`src/rtl/inst_queue_s.sv`:
```
// ---------------------------------------------------------------------------
// inst_queue_s
//
// Queue and issuer for 12-bit device instructions. It sits directly upstream
// of the two-register bank. Upstream writes instructions over a valid/ready
// handshake. Buffered entries are replayed in strict FIFO order as a
// registered out_inst / out_inst_en strobe stream.
//
// Issue timing:
//   - A programmable number of idle cycles (Gap) follows every issue.
//   - The stall input blocks issue in any cycle it is high.
//
// Opcode screening: the opcode is in bits [11:8]. An opcode above MaxCode at
// the head of the queue is never issued. It moves the block into a sticky
// Error state and flushes the queue. Only reset leaves the Error state.
//
// Parameters:
//   Depth    queue entries (power of two, >= 2)
//   Gap      idle cycles forced after each issue (0..255)
//   MaxCode  highest legal opcode in bits [11:8]
//
// Ports:
//   clock        single clock, all logic on its rising edge
//   reset        synchronous, active-low reset
//   in_inst      instruction from upstream
//   in_valid     in_inst is valid this cycle
//   in_ready     queue can accept (Ready state and not full)
//   stall        no issue while high
//   out_inst     instruction to the bank (registered)
//   out_inst_en  one-cycle issue strobe (registered)
//   error        high while in the Error state
//   occupancy    registered entry count; present only with
//                INSTQUEUES_OCCUPANCY_EN defined
//
// Optional feature macro: INSTQUEUES_OCCUPANCY_EN
// ---------------------------------------------------------------------------
module inst_queue_s #(
  parameter int Depth   = 4,
  parameter int Gap     = 0,
  parameter int MaxCode = 3
) (
  input  logic                  clock,
  input  logic                  reset,
  input  logic [11:0]           in_inst,
  input  logic                  in_valid,
  output logic                  in_ready,
  input  logic                  stall,
  output logic [11:0]           out_inst,
  output logic                  out_inst_en,
  output logic                  error
`ifdef INSTQUEUES_OCCUPANCY_EN
  ,
  output logic [$clog2(Depth):0] occupancy
`endif
);

  localparam int              PtrW    = $clog2(Depth);
  localparam logic [PtrW:0]   Full    = (PtrW+1)'(Depth);
  localparam logic [PtrW-1:0] PtrOne  = PtrW'(1);
  localparam logic [PtrW:0]   CntOne  = (PtrW+1)'(1);
  localparam logic [7:0]      GapLoad = 8'(Gap);
  // Opcodes are 4 bits wide, so any MaxCode of 15 or more makes every opcode legal.
  localparam logic [3:0]      CodeMax = (MaxCode >= 15) ? 4'hF : 4'(MaxCode);

  typedef enum logic [1:0] {
    ST_RESET,
    ST_READY,
    ST_ERROR
  } state_t;

  state_t          state;
  state_t          state_next;

  logic [11:0]     mem [Depth];
  logic [PtrW-1:0] head;
  logic [PtrW-1:0] tail;
  logic [PtrW:0]   count;
  logic [7:0]      gap_cnt;

  logic [11:0]     head_inst;
  logic            push;
  logic            issue;
  logic            pop;
  logic            flush;

  // The full test uses the count from before the edge. A full queue therefore
  // refuses a push even in a cycle where it also pops.
  assign in_ready  = (state == ST_READY) && (count != Full);
  assign error     = (state == ST_ERROR);
  assign push      = in_valid && in_ready;
  assign head_inst = mem[head];

  // The issue slot opens only in Ready, with data present, no stall and the
  // gap expired. A legal head is popped. An illegal head flushes the queue.
  assign issue = (state == ST_READY) && (count != '0) && !stall && (gap_cnt == 8'd0);
  assign pop   = issue && (head_inst[11:8] <= CodeMax);
  assign flush = issue && !pop;

`ifdef INSTQUEUES_OCCUPANCY_EN
  // count is held at zero in Reset and Error, so it can be exported directly.
  assign occupancy = count;
`endif

  // State register
  always_ff @(posedge clock) begin
    if (!reset) begin
      state <= ST_RESET;
    end else begin
      state <= state_next;
    end
  end

  // Next-state logic
  always_comb begin
    state_next = state;
    case (state)
      ST_RESET: state_next = ST_READY;
      ST_READY: if (flush) state_next = ST_ERROR;
      ST_ERROR: state_next = ST_ERROR;
      default:  state_next = ST_RESET;
    endcase
  end

  // Entry storage has no reset. The pointers and count decide what is valid.
  always_ff @(posedge clock) begin
    if (push) begin
      mem[tail] <= in_inst;
    end
  end

  // Pointer and count bookkeeping.
  // A flush discards everything, including a push accepted at the same edge.
  // The Error state keeps the queue empty.
  always_ff @(posedge clock) begin
    if (!reset) begin
      head  <= '0;
      tail  <= '0;
      count <= '0;
    end else if (flush) begin
      head  <= '0;
      tail  <= '0;
      count <= '0;
    end else begin
      if (push) tail <= tail + PtrOne;
      if (pop)  head <= head + PtrOne;
      case ({push, pop})
        2'b10:   count <= count + CntOne;
        2'b01:   count <= count - CntOne;
        default: count <= count;
      endcase
    end
  end

  // The gap counter reloads on every issue. It otherwise counts down freely,
  // whether or not the queue is stalled or empty. A pop can only happen when
  // the counter is already zero, so reload and count-down never collide.
  always_ff @(posedge clock) begin
    if (!reset) begin
      gap_cnt <= 8'd0;
    end else if (pop) begin
      gap_cnt <= GapLoad;
    end else if (gap_cnt != 8'd0) begin
      gap_cnt <= gap_cnt - 8'd1;
    end
  end

  // Registered outputs to the bank.
  // - out_inst holds its last value between issues.
  // - out_inst is cleared when the Error state is entered and stays zero
  //   there, because nothing issues again until reset.
  always_ff @(posedge clock) begin
    if (!reset) begin
      out_inst    <= 12'h000;
      out_inst_en <= 1'b0;
    end else begin
      out_inst_en <= pop;
      if (pop) begin
        out_inst <= head_inst;
      end else if (flush) begin
        out_inst <= 12'h000;
      end
    end
  end

endmodule

```
`config.mk`:
```
export PLATFORM = sky130hd
export DESIGN_NAME = inst_queue_s
export DESIGN_NICKNAME = d
export VERILOG_FILES = /design/src/rtl/inst_queue_s.sv
export SDC_FILE = /design/constraint.sdc
export NUM_CORES = 1
export LEC_CHECK = 0
export ABC_CLOCK_PERIOD_IN_PS = 4600
export CORE_MARGIN = 1.5
export CORE_UTILIZATION = 39
export DETAILED_ROUTE_END_ITERATION = 12
export GPL_TIMING_DRIVEN = 0
export PLACE_DENSITY = 0.7
export SLEW_MARGIN = 20
export SYNTH_ARGS = -nofsm -noshare
export SYNTH_HDL_FRONTEND = slang
export SYNTH_SLANG_ARGS = --single-unit
```
`constraint.sdc`:
```
create_clock -name clock -period 4.6 [get_ports clock]
set_input_delay 0.46 -clock clock [delete_from_list [all_inputs] [get_ports clock]]
set_output_delay 0.46 -clock clock [all_outputs]
set_load 0.02 [all_outputs]
```
==> impl_metrics.csv <==
group,metric,value,unit
timing,setup_viol,0,
synth,synth_cells,203,
pwr,power.share.clock,0.346,
worst_setup_path,crit_chain,"inv_1, ha_1, nor3b_1, and4_1, nand2_1, inv_1, ha_1, inv_1, fa_1, xor2_1, nor2_1, xnor2_1, nor2_1",
worst_setup_path,critPathLaunchType,"flop",
global_route,antenna_found_initial,0,
pwr,power.switching,371.3,µW
worst_setup_path,crit_arrival,2.97,ns
worst_setup_path,crit_slowest_cell,"nor3b_1",
timing,skew,0.007439,ns
synth,seq_area_frac_synth,0.6707,
global_route,grt_pass1_wl,8.459,mm
pwr,p_int,1.192,mW
routing,drc,0,
cells_and_area,antenna_cells,0,
worst_setup_path,max_stage_delay,0.43,ns
cells_and_area,layout_commonest_cell,"edfxtp_1",
clocking,cts_resized,0,
floorplanning,die_w,92.22,µm
synth,ys_ff_latch,80,
clocking,post_cts_buffers,0,
global_route,overflow,0,
floorplanning,start_util,0.4017,
global_route,grt_max_degree,14,
timing,min_period,2.761,ns
worst_setup_path,path_max_fanout,4,
timing,fin_setup_tns,0,ns
placed_design,hpwlAfterDp,3.418,mm
worst_setup_path,path_class,"flop to flop",
timing,hold_ws,0.4774,ns
floorplanning,die_area,0.008504,mm²
synth,synthMuxAreaShare,0.08222,
synth,synthSimpleGateAreaFrac,0.09230,
run_status,status,"completed",
pwr,powerDensity,417.0,mW/mm²
cells_and_area,num-nets-final,271,
cells_and_area,most-common-layout-cells,"48 x edfxtp_1, 32 x dfxtp_1, 30 x clkdlybuf4s50_1",
pwr,swShare,0.2375,
cells_and_area,fillers,664,
routing,totalWireLength,5.173,mm
synth,syn_avg_cell_area,15.29,µm²
timing,final-hold-violation-count,0,
synth,yosysTopAreaCell,"edfxtp_1",
timing,period_share,0.6003,
cells_and_area,drive_gt1_frac,0.1245,
synth,yosys_warnings,0,
synth,syn_nets,230,
floorplanning,ioPinCount,31,
clocking,cts_max_level,3,
pwr,p_seq_frac,0.526,
global_route,grt_pass1_vias,1724,
worst_setup_path,cp_common_cell,"inv_1",
floorplanning,rows,32,
routing,drt-vias-per-instance,5.009,
routing,postRouteAntennaNets,0,
pwr,ir_drop,0.2243,mV
cells_and_area,seq_area,0.002082,mm²
routing,drt-pass1-iter-count,4,
clocking,cts.sinks,80,
clocking,clock-root-buffer,"clkbuf_8",
job,maxCapViolations,0,
clocking,clock_latency,0.34,ns
pwr,combPwrFrac,0.128,
worst_hold_path,hold_path_class,"flop to flop",
synth,synth_top_family_by_area,"simple AND/OR/NAND/NOR gates",
placed_design,globalplace.congestion,0.7210,
synth,ys_top_cells_by_area,"edfxtp_1 46%, dfxtp_1 21%, mux4_2 7.3%, ha_1 4.0%, a22o_1 2.8%",
floorplanning,fp.dieH,92.22,µm
clocking,clkSlewWorstSetupHoldPaths,0.08,ns
clocking,cts_tree,"yes",
timing,grt_setup_unrepaired,"no",
timing,maxSlewHeadroom,0.5750,
cells_and_area,multi_input_area,948.4,µm²
synth,syn_area,0.003104,mm²
timing,fmax,362.1,MHz
worst_setup_path,crit_required,4.81,ns
clocking,hold_buffers,0,
synth,synthAdderAreaFrac,0.04676,
synth,synth_top_area_share,0.4643,
clocking,numCtsBuffers,9,
cells_and_area,syn_to_final_growth,20.76,%
timing,maxSlewViolCount,0,
timing,tightest_slew,0.6375,ns
synth,yosys.cell_types.count,37,
worst_setup_path,cp-end-kind,"flop",
pwr,p_leak,1.332,nW
routing,drtIter0Drc,73,
clocking,cts_buffer_depth,2,
placed_design,io_buffers,30,
worst_setup_path,rrSetupSlack,1.84,ns
routing,wire_per_inst,14.74,µm
synth,synth_xor_area_frac,0.02821,
floorplanning,core-area,0.007727,mm²
global_route,globalRouteTotalUtil,0.1350,
synth,synth_compound_area_frac,0.05603,
routing,num_vias,1758,
[path summary, 6_finish.rpt]
check	startpoint	endpoint	depth (start not counted)
hold / removal	out_inst[3]$_SDFFE_PN0P_	out_inst[3]$_SDFFE_PN0P_	1
setup / recovery	gap_cnt[0]$_SDFFE_PP0P_	count[2]$_SDFFE_PP0P_	13
setup reg to reg	gap_cnt[0]$_SDFFE_PP0P_	count[2]$_SDFFE_PP0P_	13
hold reg to reg	out_inst[3]$_SDFFE_PN0P_	out_inst[3]$_SDFFE_PN0P_	1
[worst max-delay path: cells and delay by family, from the launching register on]
family	cells	cell delay [ns]
XOR/XNOR	2	0.28
adder cells (fa/ha/maj)	3	0.72
buffers and inverters	3	0.27
flip-flops	1	0.32
AND/OR/NAND/NOR	5	1.04
[metal layers]
layer | up-vias | global-route usage | part of all wire | wire length (µm)
met3 | 9 | 0.03483 | 0.034 | 175
met5 | - | 0 | 0 | 0
met4 | 0 | 0.07692 | 0.021 | 107
met1 | 871 | 0.1653 | 0.43 | 2219
met2 | 32 | 0.2160 | 0.52 | 2670
li1 | 846 | - | - | -
[registers in the layout, indices dropped and copies added (netlist names), named ones only]
register     count
gap_cnt          8
out_inst        12
state            2
tail             2
mem             48
out_inst_en      1
head             2
count            3
[power by group through the flow]
stage                     registers (mW)  clock network, mW  logic (mW)
after CTS                          0.822              0.555       0.204
after floorplan                    0.834                  0       0.135
final                              0.822              0.541       0.200
after global placement             0.836                  0       0.197
after detailed placement           0.839                  0       0.202
after global routing               0.827              0.580       0.226
[per-stage QoR]
stage	setup WS, ns	utilization	std cells	total power [mW]	instance area (µm²)
after detailed placement	1.916	0.4571	335	1.041	3532
final	1.839	0.4851	351	1.563	3749
after CTS	1.832	0.4851	351	1.581	3749
after global placement	1.936	0.4571	335	1.033	3532
after floorplan	2.247	-	203	0.9695	3104
after global routing	1.599	0.4851	351	1.632	3749
[cell families (layout without fill, tap and decap cells)]
group | count (synthesis) | count (layout)
flip-flops | 80 | 80
AND/OR/NAND/NOR | 49 | 49
adder cells (fa/ha/maj) | 11 | 11
XOR/XNOR | 10 | 10
buffers and inverters | 17 | 63
AO/OA/AOI/OAI | 23 | 23
multiplexers | 13 | 13
[cell usage after synthesis]
master,number
ha_1,10
o21ai_0,1
nor4bb_1,1
mux4_2,10
or4_4,1
nand3_1,1
xnor2_1,6
edfxtp_1,48
o31a_1,1
o2111a_1,1
nor4_1,3
and2_1,1
o31ai_1,2
dfxtp_1,32
o21ai_1,1
inv_1,12
and4_1,1
nor2b_1,1
clkbuf_1,2
a21boi_1,1
or4_1,2
buf_6,1
nand4_2,1
nor4_4,1
and3_1,8
nor3b_1,1
o311ai_1,1
fa_1,1
buf_2,2
xor2_1,4
nor2_1,14
a21oi_1,5
or3_1,1
nor4b_1,2
a22o_1,10
mux2i_1,3
nand2_1,10
[layout make-up]
cell class	instances	share of cell area
flip-flops and latches	80	0.5554
well taps	102	0.03405
inverters	12	0.01202
multi-input cells	106	0.2530
clock buffers	12	0.04439
plain buffers	5	0.007677
clock inverters	4	0.01335
repair buffers	30	0.08011
(Power assumes the default switching activity.)
